`src/rtl/vga_timing_pkg.sv`:
```
// Shared 800x600@60 timing constants, RGB222 types and helpers used by the
// scanout and the object renderer.
package vga_timing_pkg;

    localparam int H_VISIBLE_C = 800;
    localparam int H_FP_C      = 40;
    localparam int H_SYNC_C    = 128;
    localparam int H_BP_C      = 88;
    localparam int H_TOTAL_C   = H_VISIBLE_C + H_FP_C + H_SYNC_C + H_BP_C;

    localparam int V_VISIBLE_C = 600;
    localparam int V_FP_C      = 1;
    localparam int V_SYNC_C    = 4;
    localparam int V_BP_C      = 23;
    localparam int V_TOTAL_C   = V_VISIBLE_C + V_FP_C + V_SYNC_C + V_BP_C;

    // frame_tick fires on the first blanking pixel after the last visible line
    localparam int FRAME_TICK_H_C = H_VISIBLE_C;
    localparam int FRAME_TICK_V_C = V_VISIBLE_C;

    localparam int RGB_W = 6;
    typedef logic [RGB_W-1:0] rgb222_t;
    localparam rgb222_t RGB_BLANK = 6'b000000;

    typedef logic [10:0] cntr_h_t;
    typedef logic [9:0]  cntr_v_t;
    typedef logic [15:0] frame_cnt_t;

    typedef struct packed {
        logic visible;
        logic hsync;
        logic vsync;
    } timing_flags_t;

    function automatic logic in_window(input int pos, input int lo, input int len);
        return (pos >= lo) && (pos < lo + len);
    endfunction

endpackage

```
`src/rtl/vga_scanout_if.sv`:
```
// Pixel/timing bus between the scanout (master) and the object renderer (slave).
interface vga_scanout_if;
    import vga_timing_pkg::*;

    rgb222_t    pixel_in;
    cntr_h_t    cntr_h;
    cntr_v_t    cntr_v;
    logic       frame_tick;
    frame_cnt_t frame_cnt;
    rgb222_t    vga_rgb;
    logic       hsync;
    logic       vsync;

    modport master (
        input  pixel_in,
        output cntr_h, cntr_v, frame_tick, frame_cnt, vga_rgb, hsync, vsync
    );

    modport slave (
        output pixel_in,
        input  cntr_h, cntr_v, frame_tick, frame_cnt, vga_rgb, hsync, vsync
    );

endinterface

```
`src/rtl/delay_line.sv`:
```
// Parameterised shift register with synchronous active-low clear; DEPTH=0
// degenerates to a plain wire.
module delay_line #(
    parameter int WIDTH = 3,
    parameter int DEPTH = 1
) (
    input  logic             clk,
    input  logic             rst_n,
    input  logic [WIDTH-1:0] din,
    output logic [WIDTH-1:0] dout
);

    if (DEPTH == 0) begin : g_pass
        logic unused_clk_rst_s;
        assign unused_clk_rst_s = clk ^ rst_n;
        assign dout = din;
    end else begin : g_shift
        logic [WIDTH-1:0] stage_q [DEPTH];
        logic [WIDTH-1:0] stage_d [DEPTH];

        // Stage 0 loads the input, each later stage takes its predecessor.
        always_comb begin
            stage_d[0] = din;
            for (int i = 1; i < DEPTH; i++) begin
                stage_d[i] = stage_q[i-1];
            end
        end

        // Shift register state.
        always_ff @(posedge clk) begin
            if (!rst_n) begin
                for (int i = 0; i < DEPTH; i++) begin
                    stage_q[i] <= {WIDTH{1'b0}};
                end
            end else begin
                for (int i = 0; i < DEPTH; i++) begin
                    stage_q[i] <= stage_d[i];
                end
            end
        end

        assign dout = stage_q[DEPTH-1];
    end

endmodule

```
`src/rtl/vga_scanout.sv`:
```
// VGA raster counters, frame counter and registered RGB/sync outputs, with the
// timing flags delayed to line up with the renderer's pixel pipeline.
module vga_scanout
    import vga_timing_pkg::*;
#(
    parameter int   H_VISIBLE     = H_VISIBLE_C,
    parameter int   H_FP          = H_FP_C,
    parameter int   H_SYNC        = H_SYNC_C,
    parameter int   H_BP          = H_BP_C,
    parameter int   V_VISIBLE     = V_VISIBLE_C,
    parameter int   V_FP          = V_FP_C,
    parameter int   V_SYNC        = V_SYNC_C,
    parameter int   V_BP          = V_BP_C,
    parameter logic SYNC_POL      = 1'b1,
    parameter int   PIXEL_LATENCY = 1
) (
    input  logic          clk,
    input  logic          rst_n,
    vga_scanout_if.master bus
);

    localparam int      H_TOTAL = H_VISIBLE + H_FP + H_SYNC + H_BP;
    localparam int      V_TOTAL = V_VISIBLE + V_FP + V_SYNC + V_BP;
    localparam cntr_h_t H_LAST  = cntr_h_t'(H_TOTAL - 1);
    localparam cntr_v_t V_LAST  = cntr_v_t'(V_TOTAL - 1);
    localparam cntr_h_t TICK_H  = cntr_h_t'(H_VISIBLE);
    localparam cntr_v_t TICK_V  = cntr_v_t'(V_VISIBLE);

    cntr_h_t       cntr_h_q, cntr_h_d;
    cntr_v_t       cntr_v_q, cntr_v_d;
    frame_cnt_t    frame_cnt_q, frame_cnt_d;
    rgb222_t       vga_rgb_q, vga_rgb_d;
    logic          hsync_q, hsync_d;
    logic          vsync_q, vsync_d;
    logic          frame_tick_s;
    timing_flags_t flags_s, flags_dly_s;

    // Raster advance; ">=" also pulls any out-of-range value back to 0.
    always_comb begin
        cntr_h_d = cntr_h_q + 11'd1;
        cntr_v_d = cntr_v_q;
        if (cntr_h_q >= H_LAST) begin
            cntr_h_d = 11'd0;
            if (cntr_v_q >= V_LAST) begin
                cntr_v_d = 10'd0;
            end else begin
                cntr_v_d = cntr_v_q + 10'd1;
            end
        end else begin
            cntr_v_d = cntr_v_q;
        end
    end

    // Timing flags and frame counter next state, decoded from the live counters.
    always_comb begin
        frame_tick_s     = (cntr_h_q == TICK_H) && (cntr_v_q == TICK_V);
        flags_s.visible  = in_window(int'(cntr_h_q), 0, H_VISIBLE)
                        && in_window(int'(cntr_v_q), 0, V_VISIBLE);
        flags_s.hsync    = in_window(int'(cntr_h_q), H_VISIBLE + H_FP, H_SYNC);
        flags_s.vsync    = in_window(int'(cntr_v_q), V_VISIBLE + V_FP, V_SYNC);
        if (frame_tick_s) begin
            frame_cnt_d = frame_cnt_q + 16'd1;
        end else begin
            frame_cnt_d = frame_cnt_q;
        end
    end

    delay_line #(
        .WIDTH ($bits(timing_flags_t)),
        .DEPTH (PIXEL_LATENCY)
    ) u_flag_dly (
        .clk   (clk),
        .rst_n (rst_n),
        .din   (flags_s),
        .dout  (flags_dly_s)
    );

    // Output stage: pixel_in only reaches the DAC inside the delayed visible window.
    always_comb begin
        if (flags_dly_s.visible) begin
            vga_rgb_d = bus.pixel_in;
        end else begin
            vga_rgb_d = RGB_BLANK;
        end
        hsync_d = flags_dly_s.hsync ? SYNC_POL : ~SYNC_POL;
        vsync_d = flags_dly_s.vsync ? SYNC_POL : ~SYNC_POL;
    end

    // Counter and output registers.
    always_ff @(posedge clk) begin
        if (!rst_n) begin
            cntr_h_q    <= 11'd0;
            cntr_v_q    <= 10'd0;
            frame_cnt_q <= 16'd0;
            vga_rgb_q   <= RGB_BLANK;
            hsync_q     <= ~SYNC_POL;
            vsync_q     <= ~SYNC_POL;
        end else begin
            cntr_h_q    <= cntr_h_d;
            cntr_v_q    <= cntr_v_d;
            frame_cnt_q <= frame_cnt_d;
            vga_rgb_q   <= vga_rgb_d;
            hsync_q     <= hsync_d;
            vsync_q     <= vsync_d;
        end
    end

    assign bus.cntr_h     = cntr_h_q;
    assign bus.cntr_v     = cntr_v_q;
    assign bus.frame_tick = frame_tick_s;
    assign bus.frame_cnt  = frame_cnt_q;
    assign bus.vga_rgb    = vga_rgb_q;
    assign bus.hsync      = hsync_q;
    assign bus.vsync      = vsync_q;

endmodule

```
`src/flat_wrapper.sv`:
```
// flat-port wrapper written by rule: the top's interface ports become plain ports
module vga_scanout_flat import vga_timing_pkg::*;
#(
    parameter int   H_VISIBLE     = H_VISIBLE_C,
    parameter int   H_FP          = H_FP_C,
    parameter int   H_SYNC        = H_SYNC_C,
    parameter int   H_BP          = H_BP_C,
    parameter int   V_VISIBLE     = V_VISIBLE_C,
    parameter int   V_FP          = V_FP_C,
    parameter int   V_SYNC        = V_SYNC_C,
    parameter int   V_BP          = V_BP_C,
    parameter logic SYNC_POL      = 1'b1,
    parameter int   PIXEL_LATENCY = 1
)
  (clk, rst_n, bus_pixel_in, bus_cntr_h, bus_cntr_v, bus_frame_tick, bus_frame_cnt, bus_vga_rgb, bus_hsync, bus_vsync);
  vga_scanout_if bus_i ();
  input  logic clk;
  input  logic rst_n;
  input wire logic [$bits(bus_i.pixel_in)-1:0] bus_pixel_in;
  output wire logic [$bits(bus_i.cntr_h)-1:0] bus_cntr_h;
  output wire logic [$bits(bus_i.cntr_v)-1:0] bus_cntr_v;
  output wire logic [$bits(bus_i.frame_tick)-1:0] bus_frame_tick;
  output wire logic [$bits(bus_i.frame_cnt)-1:0] bus_frame_cnt;
  output wire logic [$bits(bus_i.vga_rgb)-1:0] bus_vga_rgb;
  output wire logic [$bits(bus_i.hsync)-1:0] bus_hsync;
  output wire logic [$bits(bus_i.vsync)-1:0] bus_vsync;
  assign bus_i.pixel_in = bus_pixel_in;
  assign bus_cntr_h = bus_i.cntr_h;
  assign bus_cntr_v = bus_i.cntr_v;
  assign bus_frame_tick = bus_i.frame_tick;
  assign bus_frame_cnt = bus_i.frame_cnt;
  assign bus_vga_rgb = bus_i.vga_rgb;
  assign bus_hsync = bus_i.hsync;
  assign bus_vsync = bus_i.vsync;
  vga_scanout #(.H_VISIBLE(H_VISIBLE), .H_FP(H_FP), .H_SYNC(H_SYNC), .H_BP(H_BP), .V_VISIBLE(V_VISIBLE), .V_FP(V_FP), .V_SYNC(V_SYNC), .V_BP(V_BP), .SYNC_POL(SYNC_POL), .PIXEL_LATENCY(PIXEL_LATENCY)) u_core (.clk(clk), .rst_n(rst_n), .bus(bus_i));
endmodule
```
`config.mk`:
```
export PLATFORM = sky130hd
export DESIGN_NAME = vga_scanout_flat
export DESIGN_NICKNAME = d
export VERILOG_FILES = /design/src/rtl/vga_timing_pkg.sv /design/src/rtl/vga_scanout_if.sv /design/src/rtl/delay_line.sv /design/src/rtl/vga_scanout.sv /design/src/flat_wrapper.sv
export SDC_FILE = /design/constraint.sdc
export NUM_CORES = 1
export LEC_CHECK = 0
export CORE_ASPECT_RATIO = 1.4
export CORE_MARGIN = 10
export CORE_UTILIZATION = 35
export CTS_CLUSTER_SIZE = 8
export DETAILED_ROUTE_END_ITERATION = 7
export HOLD_SLACK_MARGIN = 0.08
export SETUP_SLACK_MARGIN = 0.5
export SYNTH_ARGS = -nofsm -noshare
export SYNTH_HDL_FRONTEND = slang
export SYNTH_SLANG_ARGS = --single-unit
```
`constraint.sdc`:
```
create_clock -name clk -period 6 [get_ports clk]
set_input_delay 1.2 -clock clk [delete_from_list [all_inputs] [get_ports clk]]
set_output_delay 1.2 -clock clk [all_outputs]
set_load 0.1 [all_outputs]
```
==> results.json, run 1 <==
{
  "synth_warnings": 0,
  "post-synth-top-area-cell": "dfxtp_1",
  "post_cts_resized": 0,
  "routed_via_density": 5.323,
  "netlist.area_leader.share_pct": 39.83,
  "async_reset_ff_share_pct": 0,
  "worstPathRequired_ps": 4800,
  "clk_latency_ps": 300,
  "max_freq_mhz": 228.5,
  "drtAntennaViolNets": 0,
  "min_from": "u_core.u_flag_dly.g_shift.stage_q[0][1]",
  "post-route-drc-count": 0,
  "final_max_slew_viol_count": 0,
  "first_pass_iters": 4,
  "timing.rr.start": "u_core.bus.cntr_h[7]",
  "critPathArrivalTime_ps": 3180,
  "num_rows": 35,
  "crit_path_end_kind": "output pin",
  "fin_crit_sh_pct": 72.93,
  "htreeDepth": 2,
  "dieArea_um2": 10660,
  "cts.path.max_buffers": 2,
  "wl_per_cell_um": 15.15,
  "grt_pass1_wl_um": 10500,
  "synthXorXnorAreaFrac_pct": 3.631,
  "post_cts_buffers": 0,
  "drt-initial-drc-count": 82,
  "drv_cap": 0,
  "die_w_um": 90.17,
  "setup_viol": 0,
  "finalHoldViolations": 0,
  "synthCells": 274,
  "path_max_fanout": 6,
  "startpoint_type": "flop",
  "pwr-share-seq_pct": 56.1,
  "synth.distinct_cells": 46,
  "synth_edf_count": 0,
  "yosysSeqAreaShare_pct": 39.83,
  "nets": 333,
  "holdBufCountCts": 0,
  "synth_ff_type": "dfxtp_1",
  "layout_min_cycle_time_ps": 4376,
  "max-vdd-ir-drop_uv": 136.4,
  "p_switching_uw": 152.2,
  "synthTopCellsByArea": "dfxtp_1, nand2b_1, nand2_1, mux2i_1, ha_1",
  "antenna_found_initial": 0,
  "setup_tns_ps": 0,
  "hpwl_um": 4659,
  "path_clk_slew_ps": 80,
  "cts_sinks": 48,
  "synth_mux_area_share_pct": 3.320,
  "rsz0062_at_grt": "no",
  "final_util_pct": 46.50,
  "antennaDiodeCount": 0,
  "synth-adder-area-share_pct": 3.112,
  "place.gp.congestion": 0.8552,
  "root_buffer": "clkbuf_8",
  "yosys-top-cells-count": "dfxtp_1, nand2_1, nor2_1",
  "grt_pass1_vias": 2144,
  "crit_type": "flop to output pin",
  "outcome": "complete, no violations",
  "p_clk_share_pct": 34.8,
  "die_y_um": 118.2,
  "clock-skew-final_ps": 9.603,
  "core_um2": 6656,
  "overflow": 0,
  "tightestPinTransition_ps": 1004,
  "worstHoldPathType": "flop to flop",
  "initial_core_util_pct": 36.24,
  "switching_share_pct": 26.18,
  "ios": 54,
  "wl_um": 6242,
  "p_leak_uw": 0.001046,
  "drive_above_1_share_pct": 5.625,
  "relSlewSlack_pct": 32.87,
  "syn_area_per_cell_um2": 8.804,
  "synth_compound_area_share_pct": 15.09,
  "p_comb_share_pct": 9.1,
  "grt_max_degree": 31,
  "synth-seq-cells": 48,
  "area_growth_pct": 28.32,
  "synthSimpleGateAreaFrac_pct": 29.93,
  "num_vias": 2193,
  "synthesis.nets": 288,
  "synth_top_family_by_area": "simple AND/OR/NAND/NOR gates",
  "cts_buffers": 5,
  "synth_most_common_cell": "dfxtp_1",
  "io_buffers": 53,
  "internal-power_uw": 429.2,
  "tritoncts": "built",
  "p_per_area_nw_per_um2": 187.8,
  "worstSetupStartpoint": "u_core.bus.cntr_h[7]",
  "grt_use_total_pct": 11.52,
  "mappedNetlistArea_um2": 2412
}
==> routing by layer <==
layer | vias to the layer above | GRT usage [%] | share of wire [%]
met5 | - | 0 | 0
met4 | 0 | 4.591 | 1.7
met3 | 9 | 3.547 | 5.8
met2 | 43 | 19.52 | 50
met1 | 1043 | 13.15 | 42
li1 | 1098 | - | -
==> layout by cell type, fill, tap and decap left out, types with 3 or more instances in the layout <==
cell type and count:
a21oi_1 5, o41ai_1 6, or4_1 5, xnor2_1 6, nor2_1 20, nor4_1 4, clkdlybuf4s50_1 53, nor3_1 8
clkbuf_8 6, xor2_1 4, nand2b_1 14, o311ai_0 6, o21ai_0 4, o22ai_1 3, nand2_1 22, and2_1 5
a32o_1 4, inv_1 12, dfxtp_1 48, and3_1 8, nand3_1 10, o211a_1 4, mux2i_1 8, nor3b_1 3
buf_4 3, nand4_1 8, o211ai_1 5, nor4_2 6, ha_1 6
==> worst max-delay path: stages, from the launching register on <==
cell and delay (ps):
dfxtp_1 370, or4_1 550, or4_1 500, nor3_1 270, clkdlybuf4s50_1 1190
==> flip-flops by register name, indices dropped and copies added (netlist names) <==
| register | flops |
|---|---|
| u_core.bus.cntr_v | 10 |
| u_core.bus.vga_rgb | 6 |
| u_core.bus.hsync | 1 |
| u_core.bus.frame_cnt | 16 |
| u_core.bus.cntr_h | 11 |
| u_core.bus.vsync | 1 |
| u_core.u_flag_dly.g_shift.stage_q | 3 |
==> cell type report <==
type	instances	area, um^2
multi-input cells	196	1329
inverters	12	45.04
clock buffers	6	82.58
fillers	675	3561
flip-flops and latches	48	960.9
repair buffers	56	553.0
well taps	92	115.1
clock inverters	2	10.01
==> path summary, 6_finish.rpt <==
path,to,slack (ps),cells past startpoint
setup / recovery,bus_frame_tick,1620,4
hold / removal,u_core.bus.hsync,440,1
setup reg to reg,u_core.bus.frame_cnt[8],3340,4
hold reg to reg,u_core.bus.hsync,440,1
==> metrics by stage <==
step,std cells,power (uW),hold WS [ps],setup slack [ps],cell area [um^2]
final,412,581.3,437.8,1624,3095
after global routing,412,603.7,464.3,1525,3095
after CTS,412,590.8,444.0,1609,3095
after detailed placement,404,386.9,422.8,1961,3003
after global placement,404,386.2,418.0,1983,3003
after floorplan,274,370.3,411.9,891.2,2412
==> cells by family after synthesis <==
kind of cell               count (synthesis)
AOI/OAI and AO/OA                         47
xor gates and xnor gates                  10
adders and majority gates                  6
buffers and inverters                     30
DFF                                       48
muxes                                      8
and+or+nand+nor                          125
==> power groups by stage <==
stage | sequential (uW) | combinational (uW) | clock, uW
2_1_floorplan | 356 | 13.8 | 0
3_3_place_gp | 333 | 52.8 | 0
3_5_place_dp | 334 | 53.4 | 0
4_1_cts | 326 | 53.6 | 211
5_1_grt | 327 | 56.4 | 220
6_report | 326 | 52.9 | 202
Power figures use the tool's default switching activity.
==> run 2, diff against run 1 <==
clock period = 3.8 ns   (was 6 ns; I/O delays follow)
==> run 2 against run 1 <==
Clock skew is 3.6 ps lower. Largest cell class unchanged. Setup slack got worse by 700 ps. Power up 72%. Critical path depth did not move. Count of clock-buffer cells in the layout increased by 1. Via count decreased by 0.50%. Sequential power up 58%. Non-clock buffer count did not move. Die area unchanged. Worst hold slack better by 5.2 ps. Sequential share of layout area down 0.33 points.
==> results.json, run 2 (same netlist as run 1, synthesis figures left out) <==
{
  "pwr-share-seq_pct": 51.4,
  "die_w_um": 90.17,
  "p_clk_share_pct": 40.3,
  "post_cts_buffers": 0,
  "htreeDepth": 2,
  "hpwl_um": 4451,
  "worstPathRequired_ps": 3040,
  "layout_min_cycle_time_ps": 2874,
  "switching_share_pct": 23.58,
  "dp_cells": 404,
  "nFillCells": 687,
  "internal-power_uw": 764.0,
  "area_growth_pct": 30.86,
  "tightestPinTransition_ps": 1000,
  "critPathArrivalTime_ps": 2110,
  "rrSetupSlack_ps": 1170,
  "whs_ps": 442.9,
  "max-vdd-ir-drop_uv": 164.5,
  "crit_path_end_kind": "output pin",
  "grt_max_degree": 35,
  "core_um2": 6656,
  "finalHoldViolations": 0,
  "post-route-drc-count": 0,
  "p_leak_uw": 0.001086,
  "fin_crit_sh_pct": 75.64,
  "grt_pass1_wl_um": 10440,
  "startpoint_type": "flop",
  "holdBufCountCts": 0,
  "final_max_slew_viol_count": 0,
  "grt_use_total_pct": 11.44,
  "max_freq_mhz": 347.9,
  "io_buffers": 53,
  "p_switching_uw": 235.7,
  "first_pass_iters": 4,
  "antennaDiodeCount": 0,
  "rsz0062_at_grt": "no",
  "p_per_area_nw_per_um2": 316.7,
  "drv_cap": 0,
  "layout_commonest_cell": "clkdlybuf4s50_1",
  "num_vias": 2182,
  "crit_type": "flop to output pin",
  "setup_tns_ps": 0,
  "cts.path.max_buffers": 2,
  "die_y_um": 118.2,
  "routed_via_density": 5.296,
  "regArea_um2": 969.7,
  "grt_pass1_vias": 2073,
  "antenna_found_initial": 0,
  "wl_per_cell_um": 14.92,
  "setup_viol": 0,
  "root_buffer": "clkbuf_8",
  "layout_common_cells": "clkdlybuf4s50_1, dfxtp_1, nand2_1",
  "wl_um": 6146,
  "nets": 333,
  "largest_reg_flops": 16,
  "cts_sinks": 48,
  "finalNonFillerCells": 412,
  "place.gp.congestion": 0.8339,
  "initial_core_util_pct": 36.24,
  "path_clk_slew_ps": 90,
  "clock-skew-final_ps": 6.003,
  "p_comb_share_pct": 8.3,
  "dieArea_um2": 10660,
  "clk_latency_ps": 300,
  "drtAntennaViolNets": 0,
  "multi_input_area_um2": 1340,
  "drt-initial-drc-count": 68,
  "path_max_fanout": 6,
  "tritoncts": "built",
  "num_rows": 35,
  "post_cts_resized": 0,
  "worstHoldPathType": "flop to flop",
  "ios": 54,
  "relSlewSlack_pct": 33.11,
  "outcome": "complete, no violations",
  "cts_buffers": 5,
  "worstHoldPathCells": 1,
  "rr_worst_depth": 4,
  "drive_above_1_share_pct": 8.750,
  "overflow": 0
}
run 2: cell types whose count changed in the layout (fill, tap and decap cells not counted), moves of 2 or more:
cell,delta
dfxtp_2,+7
dfxtp_1,-7
clkdlybuf4s50_1,-2
clkinv_2,-2
run 2: power groups by stage:
stage	Sequential (uW)	Combinational (uW)	Clock, uW
2_1_floorplan	563	21.8	0
4_1_cts	514	83.8	422
3_5_place_dp	526	83.4	0
6_report	514	82.8	403
5_1_grt	516	88.4	441
3_3_place_gp	526	82.6	0
run 2: area by class of cell:
| type | count | area share (%) |
|---|---|---|
| inverter | 12 | 1.427 |
| clock buffer | 7 | 3.052 |
| multi-input combinational | 196 | 42.45 |
| clock inverter | 1 | 0.9512 |
| sequential | 48 | 30.72 |
| tap | 92 | 3.646 |
| timing repair buffer | 56 | 17.76 |
run 2: worst paths after layout:
path / from / endpoint
worst max register to register: u_core.bus.cntr_h[7] / u_core.bus.frame_cnt[8]
worst min register to register: u_core.u_flag_dly.g_shift.stage_q[0][1] / u_core.bus.hsync
worst max-delay path: u_core.bus.cntr_h[7] / bus_frame_tick
worst min-delay path: u_core.u_flag_dly.g_shift.stage_q[0][1] / u_core.bus.hsync
run 2: worst max-delay path, stage by stage, from the launching register on:
cell and delay, ps:
dfxtp_2 360, or4_1 540, or4_1 540, nor3_4 170, buf_12 200
run 2: metal layers:
metal	routed length [um]	share of wire, %	GRT usage, %
met5	0	0	0
met1	2657	43	12.73
met3	364	5.9	4.180
met2	3046	50	19.75
met4	78	1.3	3.593
run 2: metrics by stage:
| stage | setup slack (ps) | power [uW] | cell area [um^2] | util [%] |
|---|---|---|---|---|
| after global routing | 843.6 | 1045 | 3157 | 47.42 |
| after CTS | 901.0 | 1021 | 3157 | 47.42 |
| after floorplan | 515.0 | 584.6 | 2432 | - |
| final | 925.6 | 999.7 | 3157 | 47.42 |
| after global placement | 1242 | 608.6 | 3030 | 45.53 |
| after detailed placement | 1185 | 609.7 | 3030 | 45.53 |
==> run 3, diff against run 2 <==
clock period = 3 ns   (was 3.8 ns; I/O delays follow)
==> run 3 against run 2 <==
Sequential power is 25% higher. Cell count is 0.49% higher. Combinational power is 23% higher. Wire length is 2.0% lower. Die area stayed put. Flip-flop and latch count stayed put. Clock skew is 0.58 ps lower. Highest routed layer unchanged. Core utilization is 1.4 points lower. Sequential share of layout area is 1.8 points higher.
==> results.json, run 3 (same netlist as run 1, synthesis figures left out) <==
{
  "antenna_found_initial": 0,
  "cts_sinks": 48,
  "worstHoldPathCells": 1,
  "dieArea_um2": 10660,
  "clock-skew-final_ps": 5.419,
  "critPathArrivalTime_ps": 2060,
  "ios": 54,
  "htreeDepth": 2,
  "core_um2": 6656,
  "tritoncts": "built",
  "final_max_slew_viol_count": 0,
  "p_per_area_nw_per_um2": 376.4,
  "max_freq_mhz": 375.6,
  "nFillCells": 685,
  "routed_via_density": 5.220,
  "worstPathRequired_ps": 2400,
  "crit_type": "flop to output pin",
  "cts.path.max_buffers": 2,
  "whs_ps": 449.0,
  "die_y_um": 118.2,
  "setup_tns_ps": 0,
  "place.gp.congestion": 0.7832,
  "layout_min_cycle_time_ps": 2662,
  "root_buffer": "clkbuf_8",
  "drv_cap": 0,
  "wl_um": 6024,
  "grt_max_degree": 48,
  "relSlewSlack_pct": 51.07,
  "timing.rr.start": "u_core.bus.cntr_h[4]",
  "path_cells": "or4_1 -> or4_4 -> nor3_4 -> buf_12",
  "setup_viol": 0,
  "num_rows": 35,
  "worstSetupPathDepth": 4,
  "holdBufCountCts": 0,
  "rsz0062_at_grt": "yes",
  "drtAntennaViolNets": 0,
  "holdPathEnd": "u_core.bus.vsync",
  "io_buffers": 53,
  "wl_per_cell_um": 14.55,
  "finalHoldViolations": 0,
  "p_leak_uw": 0.001171,
  "initial_core_util_pct": 36.24,
  "layout_commonest_cell": "buf_4",
  "regArea_um2": 997.2,
  "num_vias": 2161,
  "cpLargestDelayFamily": "simple AND/OR/NAND/NOR gates",
  "clk_latency_ps": 300,
  "path_clk_slew_ps": 90,
  "multi_input_area_um2": 1344,
  "tightestPinTransition_ps": 729.0,
  "layout_common_cells": "buf_4, dfxtp_1, nand2_1",
  "drt-initial-drc-count": 73,
  "crit_path_end_kind": "output pin",
  "r2r_end": "u_core.bus.frame_cnt[7]",
  "slowest_stage": "or4_1",
  "rrSetupSlack_ps": 420,
  "max-vdd-ir-drop_uv": 197.2,
  "cts_buffers": 5,
  "post_cts_buffers": 0,
  "die_w_um": 90.17,
  "fin_crit_sh_pct": 88.74,
  "slowest_delay_ps": 550,
  "grt_use_total_pct": 11.15,
  "nets": 335,
  "min_from": "u_core.u_flag_dly.g_shift.stage_q[0][0]",
  "drive_above_1_share_pct": 25.78,
  "hpwl_um": 4462,
  "outcome": "complete, no violations",
  "path_buf_inv": 1,
  "grt_pass1_wl_um": 10280,
  "post-route-drc-count": 0,
  "startpoint_type": "flop",
  "post_cts_resized": 0,
  "rr_worst_depth": 5,
  "overflow": 0,
  "first_pass_iters": 4,
  "antennaDiodeCount": 0,
  "grt_pass1_vias": 2112,
  "worstHoldPathType": "flop to flop",
  "largest_reg_flops": 16,
  "path_max_fanout": 6,
  "area_growth_pct": 27.02
}
==> run 3: changes by cell type in the layout (fill, tap and decap cells not counted) <==
| cell | previous run | this run |
|---|---|---|
| dfxtp_4 | 0 | 7 |
| or4_4 | 0 | 1 |
| clkinvlp_4 | 0 | 2 |
| dfxtp_1 | 41 | 33 |
| clkdlybuf4s50_1 | 51 | 7 |
| buf_4 | 4 | 50 |
| clkbuf_8 | 7 | 6 |
| bufinv_16 | 1 | 0 |
| dfxtp_2 | 7 | 8 |
| or4_1 | 5 | 4 |
==> run 3: stage by stage <==
stage	setup slack, ps	cell area [um^2]	instances	total power [uW]	utilization, %
floorplan	211.4	2465	274	734.2	-
global placement	531.9	2967	406	762.5	44.57
detailed placement	455.5	2967	406	763.6	44.57
CTS	318.9	3064	414	1174	46.03
global route	252.3	3064	414	1208	46.03
finish	337.7	3064	414	1154	46.03
==> run 3: worst max-delay path by stage <==
stage                                    start                 endpoint  slack (ps)
after floorplan           u_core.bus.cntr_h[4]           bus_frame_tick         210
after global placement    u_core.bus.cntr_h[4]  u_core.bus.frame_cnt[6]         530
after detailed placement  u_core.bus.cntr_h[4]  u_core.bus.frame_cnt[7]         460
after CTS                 u_core.bus.cntr_h[4]           bus_frame_tick         320
after global routing      u_core.bus.cntr_h[4]           bus_frame_tick         250
final                     u_core.bus.cntr_h[4]           bus_frame_tick         340
==> run 3: where the power goes <==
group	switching [uW]	total [uW]	internal [uW]
Clock	220	406	187
Combinational	74.4	102	27.4
Sequential	7.86	645	637
==> run 3: metal layers <==
layer	global-route usage, %	routed length [um]	vias to the layer above
li1	-	-	1104
met1	12.83	2689	1009
met2	19.25	2982	39
met3	3.293	260	9
met4	3.593	91	0
met5	0	0	-
==> run 3: area by class of cell <==
class,count,area share [%]
Multi-Input combinational cell,196,43.85
Sequential cell,48,32.54
Timing Repair Buffer,58,15.19
Tap cell,92,3.757
Clock buffer,6,2.695
Inverter,12,1.470
Clock inverter,2,0.4900
==> run 3: worst reg2reg max path, cell delays in order (launching register included) <==
cell and delay, ps:
dfxtp_4 370, or4_1 550, or4_1 760, buf_4 280, o311ai_0 360, o41ai_1 140
